**config.mk**
```make
export PLATFORM = sky130hd
export DESIGN_NAME = axi_lite_arbiter_2x1
export DESIGN_NICKNAME = d
export VERILOG_FILES = /design/src/rtl/axi_lite_arbiter_2x1.sv
export SDC_FILE = /design/constraint.sdc
export NUM_CORES = 1
export LEC_CHECK = 0
export ABC_AREA = 1
export BUFFER_PORTS_ARGS = -buffer_cell sky130_fd_sc_hd__buf_2
export CORE_AREA = 2 2 330 332
export CTS_BUF_LIST = sky130_fd_sc_hd__clkbuf_16
export DETAILED_ROUTE_END_ITERATION = 7
export DIE_AREA = 0 0 332 334
export PLACE_DENSITY_LB_ADDON = 0.1
export SYNTH_ARGS = -nofsm -noshare
export SYNTH_HDL_FRONTEND = slang
export SYNTH_SLANG_ARGS = --single-unit
```
**constraint.sdc**
```tcl
create_clock -name clk -period 1.5 [get_ports clk]
set_input_delay 0.3 -clock clk [delete_from_list [all_inputs] [get_ports clk]]
set_output_delay 0.3 -clock clk [all_outputs]
set_load 0.05 [all_outputs]
```
**src/rtl/axi_lite_arbiter_2x1.sv**
```systemverilog
// Two-master, one-slave AXI-lite arbiter: one transaction in flight at a time,
// round-robin between the fetch master (m0) and the data master (m1).
module axi_lite_arbiter_2x1 #(
  parameter int C_S_AXI_DATA_WIDTH = 64,
  parameter int C_S_AXI_ADDR_WIDTH = 64
) (
  input  logic                              clk,
  input  logic                              rstn,
  // requester 0 (instruction fetch)
  input  logic [C_S_AXI_ADDR_WIDTH-1:0]     m0_araddr,
  input  logic [2:0]                        m0_arprot,
  input  logic                              m0_arvalid,
  output logic                              m0_arready,
  output logic [C_S_AXI_DATA_WIDTH-1:0]     m0_rdata,
  output logic [1:0]                        m0_rresp,
  output logic                              m0_rvalid,
  input  logic                              m0_rready,
  input  logic [C_S_AXI_ADDR_WIDTH-1:0]     m0_awaddr,
  input  logic [2:0]                        m0_awprot,
  input  logic                              m0_awvalid,
  output logic                              m0_awready,
  input  logic [C_S_AXI_DATA_WIDTH-1:0]     m0_wdata,
  input  logic [C_S_AXI_DATA_WIDTH/8-1:0]   m0_wstrb,
  input  logic                              m0_wvalid,
  output logic                              m0_wready,
  output logic [1:0]                        m0_bresp,
  output logic                              m0_bvalid,
  input  logic                              m0_bready,
  // requester 1 (data)
  input  logic [C_S_AXI_ADDR_WIDTH-1:0]     m1_araddr,
  input  logic [2:0]                        m1_arprot,
  input  logic                              m1_arvalid,
  output logic                              m1_arready,
  output logic [C_S_AXI_DATA_WIDTH-1:0]     m1_rdata,
  output logic [1:0]                        m1_rresp,
  output logic                              m1_rvalid,
  input  logic                              m1_rready,
  input  logic [C_S_AXI_ADDR_WIDTH-1:0]     m1_awaddr,
  input  logic [2:0]                        m1_awprot,
  input  logic                              m1_awvalid,
  output logic                              m1_awready,
  input  logic [C_S_AXI_DATA_WIDTH-1:0]     m1_wdata,
  input  logic [C_S_AXI_DATA_WIDTH/8-1:0]   m1_wstrb,
  input  logic                              m1_wvalid,
  output logic                              m1_wready,
  output logic [1:0]                        m1_bresp,
  output logic                              m1_bvalid,
  input  logic                              m1_bready,
  // shared RAM slave
  output logic [C_S_AXI_ADDR_WIDTH-1:0]     s_araddr,
  output logic [2:0]                        s_arprot,
  output logic                              s_arvalid,
  input  logic                              s_arready,
  input  logic [C_S_AXI_DATA_WIDTH-1:0]     s_rdata,
  input  logic [1:0]                        s_rresp,
  input  logic                              s_rvalid,
  output logic                              s_rready,
  output logic [C_S_AXI_ADDR_WIDTH-1:0]     s_awaddr,
  output logic [2:0]                        s_awprot,
  output logic                              s_awvalid,
  input  logic                              s_awready,
  output logic [C_S_AXI_DATA_WIDTH-1:0]     s_wdata,
  output logic [C_S_AXI_DATA_WIDTH/8-1:0]   s_wstrb,
  output logic                              s_wvalid,
  input  logic                              s_wready,
  input  logic [1:0]                        s_bresp,
  input  logic                              s_bvalid,
  output logic                              s_bready,
  output logic                              debug_grant,
  output logic [2:0]                        debug_state
);

  localparam logic [2:0] ST_IDLE    = 3'd0;
  localparam logic [2:0] ST_RD_ADDR = 3'd1;
  localparam logic [2:0] ST_RD_DATA = 3'd2;
  localparam logic [2:0] ST_WR_ADDR = 3'd3;
  localparam logic [2:0] ST_WR_RESP = 3'd4;

  logic [2:0] state_q, state_d;
  logic       grant_q, grant_d;
  logic       last_grant_q, last_grant_d;
  logic       aw_done_q, aw_done_d;
  logic       w_done_q, w_done_d;

  logic rd_req0, rd_req1, req0, req1, sel;
  logic in_rd_addr, in_rd_data, in_wr_addr, in_wr_resp;
  logic aw_hs, w_hs;

  // Signals of whichever master currently holds the grant
  logic g_arvalid, g_rready, g_awvalid, g_wvalid, g_bready;

  assign rd_req0 = m0_arvalid;
  assign rd_req1 = m1_arvalid;
  assign req0    = m0_arvalid | (m0_awvalid & m0_wvalid);
  assign req1    = m1_arvalid | (m1_awvalid & m1_wvalid);

  assign in_rd_addr = (state_q == ST_RD_ADDR);
  assign in_rd_data = (state_q == ST_RD_DATA);
  assign in_wr_addr = (state_q == ST_WR_ADDR);
  assign in_wr_resp = (state_q == ST_WR_RESP);

  assign g_arvalid = grant_q ? m1_arvalid : m0_arvalid;
  assign g_rready  = grant_q ? m1_rready  : m0_rready;
  assign g_awvalid = grant_q ? m1_awvalid : m0_awvalid;
  assign g_wvalid  = grant_q ? m1_wvalid  : m0_wvalid;
  assign g_bready  = grant_q ? m1_bready  : m0_bready;

  assign aw_hs = s_awvalid & s_awready;
  assign w_hs  = s_wvalid & s_wready;

  always_comb begin
    state_d      = state_q;
    grant_d      = grant_q;
    last_grant_d = last_grant_q;
    aw_done_d    = aw_done_q;
    w_done_d     = w_done_q;
    sel          = 1'b0;
    case (state_q)
      ST_IDLE: begin
        if (req0 | req1) begin
          sel     = (req0 & req1) ? ~last_grant_q : req1;
          grant_d = sel;
          state_d = (sel ? rd_req1 : rd_req0) ? ST_RD_ADDR : ST_WR_ADDR;
        end
      end
      ST_RD_ADDR: if (s_arvalid & s_arready) state_d = ST_RD_DATA;
      ST_RD_DATA: begin
        if (s_rvalid & s_rready) begin
          last_grant_d = grant_q;
          state_d      = ST_IDLE;
        end
      end
      ST_WR_ADDR: begin
        // AW and W may complete in either order or together
        if ((aw_done_q | aw_hs) & (w_done_q | w_hs)) begin
          aw_done_d = 1'b0;
          w_done_d  = 1'b0;
          state_d   = ST_WR_RESP;
        end else begin
          aw_done_d = aw_done_q | aw_hs;
          w_done_d  = w_done_q | w_hs;
        end
      end
      ST_WR_RESP: begin
        if (s_bvalid & s_bready) begin
          last_grant_d = grant_q;
          state_d      = ST_IDLE;
        end
      end
      default: state_d = ST_IDLE;
    endcase
  end

  always_ff @(posedge clk or negedge rstn) begin
    if (!rstn) begin
      state_q      <= ST_IDLE;
      grant_q      <= 1'b0;
      last_grant_q <= 1'b1;
      aw_done_q    <= 1'b0;
      w_done_q     <= 1'b0;
    end else begin
      state_q      <= state_d;
      grant_q      <= grant_d;
      last_grant_q <= last_grant_d;
      aw_done_q    <= aw_done_d;
      w_done_q     <= w_done_d;
    end
  end

  assign s_arvalid = in_rd_addr & g_arvalid;
  assign s_araddr  = grant_q ? m1_araddr : m0_araddr;
  assign s_arprot  = grant_q ? m1_arprot : m0_arprot;
  assign s_rready  = in_rd_data & g_rready;

  assign s_awvalid = in_wr_addr & g_awvalid & ~aw_done_q;
  assign s_awaddr  = grant_q ? m1_awaddr : m0_awaddr;
  assign s_awprot  = grant_q ? m1_awprot : m0_awprot;
  assign s_wvalid  = in_wr_addr & g_wvalid & ~w_done_q;
  assign s_wdata   = grant_q ? m1_wdata : m0_wdata;
  assign s_wstrb   = grant_q ? m1_wstrb : m0_wstrb;
  assign s_bready  = in_wr_resp & g_bready;

  // Payloads fan out to both masters; only the granted master's valids/readies open
  assign m0_arready = in_rd_addr & ~grant_q & s_arready;
  assign m1_arready = in_rd_addr &  grant_q & s_arready;
  assign m0_rvalid  = in_rd_data & ~grant_q & s_rvalid;
  assign m1_rvalid  = in_rd_data &  grant_q & s_rvalid;
  assign m0_rdata   = s_rdata;
  assign m1_rdata   = s_rdata;
  assign m0_rresp   = s_rresp;
  assign m1_rresp   = s_rresp;
  assign m0_awready = in_wr_addr & ~grant_q & ~aw_done_q & s_awready;
  assign m1_awready = in_wr_addr &  grant_q & ~aw_done_q & s_awready;
  assign m0_wready  = in_wr_addr & ~grant_q & ~w_done_q & s_wready;
  assign m1_wready  = in_wr_addr &  grant_q & ~w_done_q & s_wready;
  assign m0_bvalid  = in_wr_resp & ~grant_q & s_bvalid;
  assign m1_bvalid  = in_wr_resp &  grant_q & s_bvalid;
  assign m0_bresp   = s_bresp;
  assign m1_bresp   = s_bresp;

  assign debug_grant = grant_q;
  assign debug_state = state_q;

endmodule
```
==> results of run 1 <==
==> how the worst min path moves through the flow <==
| stage | startpoint | to | cells past startpoint |
|---|---|---|---|
| final | rstn | aw_done_q | 2 |
| after global routing | rstn | aw_done_q | 2 |
| after CTS | rstn | aw_done_q | 2 |
| after detailed placement | rstn | aw_done_q | 1 |
| after global placement | rstn | aw_done_q | 1 |
| after floorplan | rstn | aw_done_q | 0 |
==> worst reg2reg max path, delay by kind of cell (launching register included) <==
family                 cells  cell delay, ns
AOI/OAI and AO/OA          1            0.14
buffers and inverters      4            0.56
DFF                        1            0.54
and+or+nand+nor            5            0.41
==> per-layer routing <==
| layer | track usage, % | vias to the layer above | routed length [um] |
|---|---|---|---|
| met5 | 0 | - | 185 |
| met4 | 0.600 | 32 | 355 |
| met3 | 4.57 | 56 | 5960 |
| li1 | - | 3654 | - |
| met2 | 12.5 | 507 | 20900 |
| met1 | 8.20 | 3203 | 17400 |
==> layout by cell type (no fill, tap or decap), drive strengths merged <==
cell,count
inv,20
a21oi,4
o22ai,1
a21boi,1
dlygate4sd3,1
nor2,8
buf,674
nand4,2
nor3,12
nand3,6
dfstp,1
clkinv,1
nand2,659
clkbuf,44
o21ai,5
diode,9
dfrtp,6
==> registers in the layout (all words and copies together) (netlist names) <==
register and cells:
last_grant_q 1, w_done_q 1, aw_done_q 1, debug_state 3, debug_grant 1
==> through the flow <==
step           std cells  utilization, %  power [uW]
2_1_floorplan        909               -       17800
3_3_place_gp        2845            10.6       26900
3_5_place_dp        2845            10.6       26800
4_1_cts             2851            11.2       28900
5_1_grt             2863            11.7       31300
6_report            2868            11.7       29600
==> cells by family (layout without fill, tap and decap cells) <==
family / count (synthesis) / in the layout / share of synthesized area (%)
AO/OA/AOI/OAI: 11 / 11 / 1.41
buffers and inverters: 204 / 740 / 31.5
other: 0 / 9 / 0
AND/OR/NAND/NOR: 687 / 687 / 62.9
flip-flops: 7 / 7 / 4.22
==> power groups by stage <==
stage                     Sequential (uW)  Clock, uW  Combinational, uW
after floorplan                       633          0              17100
after global placement                518          0              26400
after detailed placement              514          0              26300
after CTS                             528        475              27900
after global routing                  543        500              30300
final                                 525        466              28600
==> area by class of cell <==
type / count / share of cell area (%)
repair buffers: 716 / 47.1
multi-input cells: 698 / 35.9
diodes: 9 / 0.178
well taps: 1414 / 14.0
inverters: 20 / 0.713
flip-flops and latches: 7 / 1.48
clock inverters: 1 / 0.0297
clock buffers: 3 / 0.594
==> repair_timing <==
item / CTS / global route
endpoints found under the setup margin: 226 / 229
pin swaps: 4 / 1
gates resized for setup: 180 / 138
setup buffers: 1 / 4
gates cloned: 0 / 4
endpoints found under the hold margin: 6 / 0
hold buffers: 1 / 0
==> results.sh, run 1 <==
export IMPL_cp_required_ns=1.20
export IMPL_pre_cts_ws_ns=-0.283
export IMPL_worst_path_buf_inv=4
export IMPL_wl_um=44800
export IMPL_worstSetupEndpoint="s_awaddr[20]"
export IMPL_yosysTopAreaCell="nand2_1"
export IMPL_setup_violations=227
export IMPL_worst_pin_slew_ns=0.325
export IMPL_hold_viol=0
export IMPL_final_cell_area_um2=12600
export IMPL_critPathMaxFanout=22
export IMPL_antenna_found_initial=35
export IMPL_p_sw_uw=18400
export IMPL_drc_errors=0
export IMPL_ios=858
export IMPL_cts_tree="done"
export IMPL_async_flop_share_pct=100
export IMPL_cp_startpoint="debug_grant"
export IMPL_cp_depth=6
export IMPL_synth_most_common_cell="nand2_1"
export IMPL_multi_input_area_um2=4530
export IMPL_slowest_delay_ns=0.54
export IMPL_holdWs_ns=0.503
export IMPL_cp_data_arrival_time_ns=1.67
export IMPL_finalCriticalPeriod_ns=1.97
export IMPL_rr_startpoint="debug_grant"
export IMPL_post_dp_cell_area_um2=11400
export IMPL_synthFlopType="dfrtp_1"
export IMPL_max_freq_mhz=509
export IMPL_synth_distinct_cells=22
export IMPL_drive_gt1_share_pct=70.9
export IMPL_synthTopCellsByCount="nand2_1 (655), buf_4 (137), buf_2 (23)"
export IMPL_cpMaxStageDelayCell="dfrtp_4"
export IMPL_die_h_um=334
export IMPL_cts_buffer_depth=2
export IMPL_synth_warnings=0
export IMPL_ys_seq_elements=7
export IMPL_clk_pin_slew_ns=0.04
export IMPL_viasPerCell=2.60
export IMPL_maxCapViolCount=0
export IMPL_numCtsBuffers=3
export IMPL_p_clk_share_pct=1.6
export IMPL_gp_congestion=0.777
export IMPL_avgSynthCellArea_um2=4.60
export IMPL_firstDrtPassIters=5
export IMPL_power_density_nw_per_um2=2340
export IMPL_skew_ns=0.00114
export IMPL_synth_edf_count=0
export IMPL_synthTopCellsByArea="nand2_1 (59%), buf_4 (25%), dfrtp_1 (3.6%)"
export IMPL_violations="setup timing"
export IMPL_grt_max_degree=44
export IMPL_synth_area_um2=4180
export IMPL_p_comb_share_pct=96.6
export IMPL_grt_util_all_layers_pct=7.41
export IMPL_die_area_um2=111000
export IMPL_reg2reg_to="debug_state[2]"
export IMPL_grt_pass1_vias=7897
export IMPL_nNetsFinal=1943
export IMPL_dp_hpwl_um=39500
export IMPL_drtIter0Drc=209
export IMPL_max_vdd_ir_drop_uv=710
export IMPL_p_int_uw=11200
export IMPL_path_cells="buf_8 > buf_16 > buf_4 > nand2_1 > nand2_4 > buf_12"
export IMPL_critPathKind="flop to primary output"
export IMPL_hp_class="input pin to async pin"
export IMPL_clkSinkCount=7
export IMPL_htreeDepth=1
export IMPL_area_growth_pct=202
export IMPL_io_buffers=653
export IMPL_synthCells=909
export IMPL_wire_per_inst_um=15.6
export IMPL_yosysTopAreaCellShare_pct=58.8
export IMPL_die_w_um=332
export IMPL_initial_core_util_pct=3.88
export IMPL_critical_path_top_delay_family="buffers and inverters"
export IMPL_setup_tns_ns=-79.42
export IMPL_grt_setup_unrepaired="true"
export IMPL_p_leak_uw=0.00625
export IMPL_ff2ff_path_depth=10
export IMPL_outcome="complete, but fails checks"
export IMPL_root_buffer="clkbuf_16"
export IMPL_relSlewSlack_pct=78.3
export IMPL_syn_num_nets=1406
export IMPL_pwr_share_seq_pct=1.8
export IMPL_overflow=0
export IMPL_seqCellArea_um2=186
export IMPL_core_area_um2=108000
export IMPL_yosysSeqAreaShare_pct=4.22
export IMPL_rows=121
export IMPL_grt_first_pass_wirelength_um=59200
export IMPL_n_fill_cell=12600
export IMPL_r2r_slack_ns=-0.21
export IMPL_final_antenna_net_count=0
export IMPL_critPathLaunchType="flop"
export IMPL_switching_share_pct=62.3
export IMPL_cp_end_kind="primary output"
export IMPL_timing_final_crit_share_pct=131
export IMPL_insertion_delay_ns=0.23
export IMPL_via_count=7452
export IMPL_finalWorstSetupSlack_ns=-0.466
export IMPL_maxSlewViolCount=0
Note: power is estimated with default switching activity, not from simulation.
==> run 2, diff against run 1 <==
--- a/config.mk
+++ b/config.mk
@@ -7,10 +7,10 @@
 export LEC_CHECK = 0
 export ABC_AREA = 1
 export BUFFER_PORTS_ARGS = -buffer_cell sky130_fd_sc_hd__buf_2
-export CORE_AREA = 2 2 330 332
+export CORE_AREA = 2 2 337 339
 export CTS_BUF_LIST = sky130_fd_sc_hd__clkbuf_16
 export DETAILED_ROUTE_END_ITERATION = 7
-export DIE_AREA = 0 0 332 334
+export DIE_AREA = 0 0 339 341
 export PLACE_DENSITY_LB_ADDON = 0.1
 export SYNTH_ARGS = -nofsm -noshare
 export SYNTH_HDL_FRONTEND = slang
==> constraint.sdc (replaced) <==
create_clock -name clk -period 2.34 [get_ports clk]
set_input_delay 0.468 -clock clk [delete_from_list [all_inputs] [get_ports clk]]
set_output_delay 0.468 -clock clk [all_outputs]
set_load 0.05 [all_outputs]
==> run 2 against run 1 <==
Against the previous run: the flow now finishes without violations; flip-flop and latch count unchanged; design area shrank 22%; global-route usage grew 0.49 points; register-to-register slack gained 0.60 ns; non-clock buffer count is 35 lower; die area increased by 4.2%; final cell count increased by 1.8%; largest cell class unchanged; highest routed layer unchanged.
==> results.sh, run 2 (synthesized netlist as in run 1, its figures left out) <==
export IMPL_rows=123
export IMPL_hp_class="input pin to async pin"
export IMPL_root_buffer="clkbuf_16"
export IMPL_cts_tree="done"
export IMPL_hold_viol=0
export IMPL_instances_no_fill=2920
export IMPL_drtIter0Drc=212
export IMPL_power_total_uw=15500
export IMPL_gp_congestion=0.845
export IMPL_maxSlewViolCount=0
export IMPL_final_cell_mix="nand2_1 (653), buf_2 (557), buf_12 (72)"
export IMPL_drive_gt1_share_pct=50.2
export IMPL_outcome="complete, no violations"
export IMPL_final_antenna_net_count=0
export IMPL_numCtsBuffers=3
export IMPL_area_growth_pct=136
export IMPL_max_vdd_ir_drop_uv=402
export IMPL_grt_first_pass_wirelength_um=64000
export IMPL_dp_hpwl_um=42600
export IMPL_critPathKind="flop to primary output"
export IMPL_die_h_um=341
export IMPL_numPlacedInstances=2898
export IMPL_max_freq_mhz=440
export IMPL_power_density_nw_per_um2=1570
export IMPL_grt_util_all_layers_pct=7.90
export IMPL_cp_data_arrival_time_ns=1.80
export IMPL_wl_um=49300
export IMPL_via_count=7279
export IMPL_setup_violations=0
export IMPL_htreeDepth=1
export IMPL_relSlewSlack_pct=74.8
export IMPL_cp_required_ns=1.87
export IMPL_die_area_um2=116000
export IMPL_drc_errors=0
export IMPL_critPathMaxFanout=34
export IMPL_wire_per_inst_um=16.9
export IMPL_clk_pin_slew_ns=0.04
export IMPL_cp_end_kind="primary output"
export IMPL_grt_pass1_vias=7666
export IMPL_ios=858
export IMPL_largest_reg_flops=3
export IMPL_cts_buffer_depth=2
export IMPL_firstDrtPassIters=4
export IMPL_grt_max_degree=44
export IMPL_core_area_um2=112000
export IMPL_die_w_um=339
export IMPL_nNetsFinal=1909
export IMPL_initial_core_util_pct=3.73
export IMPL_skew_ns=0.00355
export IMPL_timing_final_crit_share_pct=97.1
export IMPL_final_common_cell="nand2_1"
export IMPL_finalWorstSetupSlack_ns=0.0671
export IMPL_maxCapViolCount=0
export IMPL_insertion_delay_ns=0.24
export IMPL_clkSinkCount=7
export IMPL_finalCriticalPeriod_ns=2.27
export IMPL_worst_pin_slew_ns=0.375
export IMPL_grt_setup_unrepaired="true"
export IMPL_viasPerCell=2.49
export IMPL_p_leak_uw=0.00547
export IMPL_antenna_found_initial=23
export IMPL_pre_cts_ws_ns=0.141
export IMPL_io_buffers=653
export IMPL_critPathLaunchType="flop"
export IMPL_overflow=0
run 2: path summary, 6_finish.rpt:
path                                  end         start  depth (start not counted)  slack [ns]
setup reg to reg           debug_state[0]   debug_grant                         11        0.39
hold / removal             debug_state[2]          rstn                          1        0.07
setup / recovery              s_wdata[18]   debug_grant                          6        0.07
min in group clk             last_grant_q  last_grant_q                          2        0.47
max in group asynchronous    last_grant_q          rstn                          1        2.02
hold reg to reg              last_grant_q  last_grant_q                          2        0.47
run 2: critical path, stage by stage (launching register included):
cell     delay, ns
dfrtp_4       0.57
inv_16        0.17
buf_16        0.21
buf_4         0.16
nand2_1       0.05
nand2_1       0.18
buf_12        0.17
run 2: per-stage QoR:
step	util, %	hold WS [ns]	setup TNS [ns]	area, um2
final	8.81	0.0737	0	9860
after detailed placement	8.43	0.332	0	9430
after CTS	8.67	0.0813	0	9700
after global placement	8.43	0.332	0	9430
after global routing	8.80	0.0826	-0.0959	9850
after floorplan	-	0.172	-1.04	4210
run 2: power by group:
group	leakage, uW	switching, uW	internal, uW
Sequential	0.0000849	115	190
Combinational	0.00534	10400	4400
Clock	0.0000409	75.3	225
run 2: layout make-up:
type	count	area (um2)
Timing Repair inverter	1	8.76
Clock buffer	3	75.1
Fill cell	13400	102000
Inverter	20	91.3
Multi-Input combinational cell	698	2740
Sequential cell	7	180
Tap cell	1500	1880
Timing Repair Buffer	681	4860
Antenna cell	9	22.5
Clock inverter	1	5.00
run 2: what timing repair did:
item                                    CTS  global route
endpoints found under the setup margin   27            44
buffers inserted                          3             0
hold buffers                              0             0
gates cloned                              4             2
resized for setup                        12            32
hold endpoints to repair                  0             0
run 2: routing by layer:
metal	vias to the layer above	routed length, um	GRT usage, %
met5	-	142	0
met1	3100	19100	8.85
met3	84	5610	3.75
li1	3583	-	-
met4	20	1120	1.62
met2	492	23300	13.6
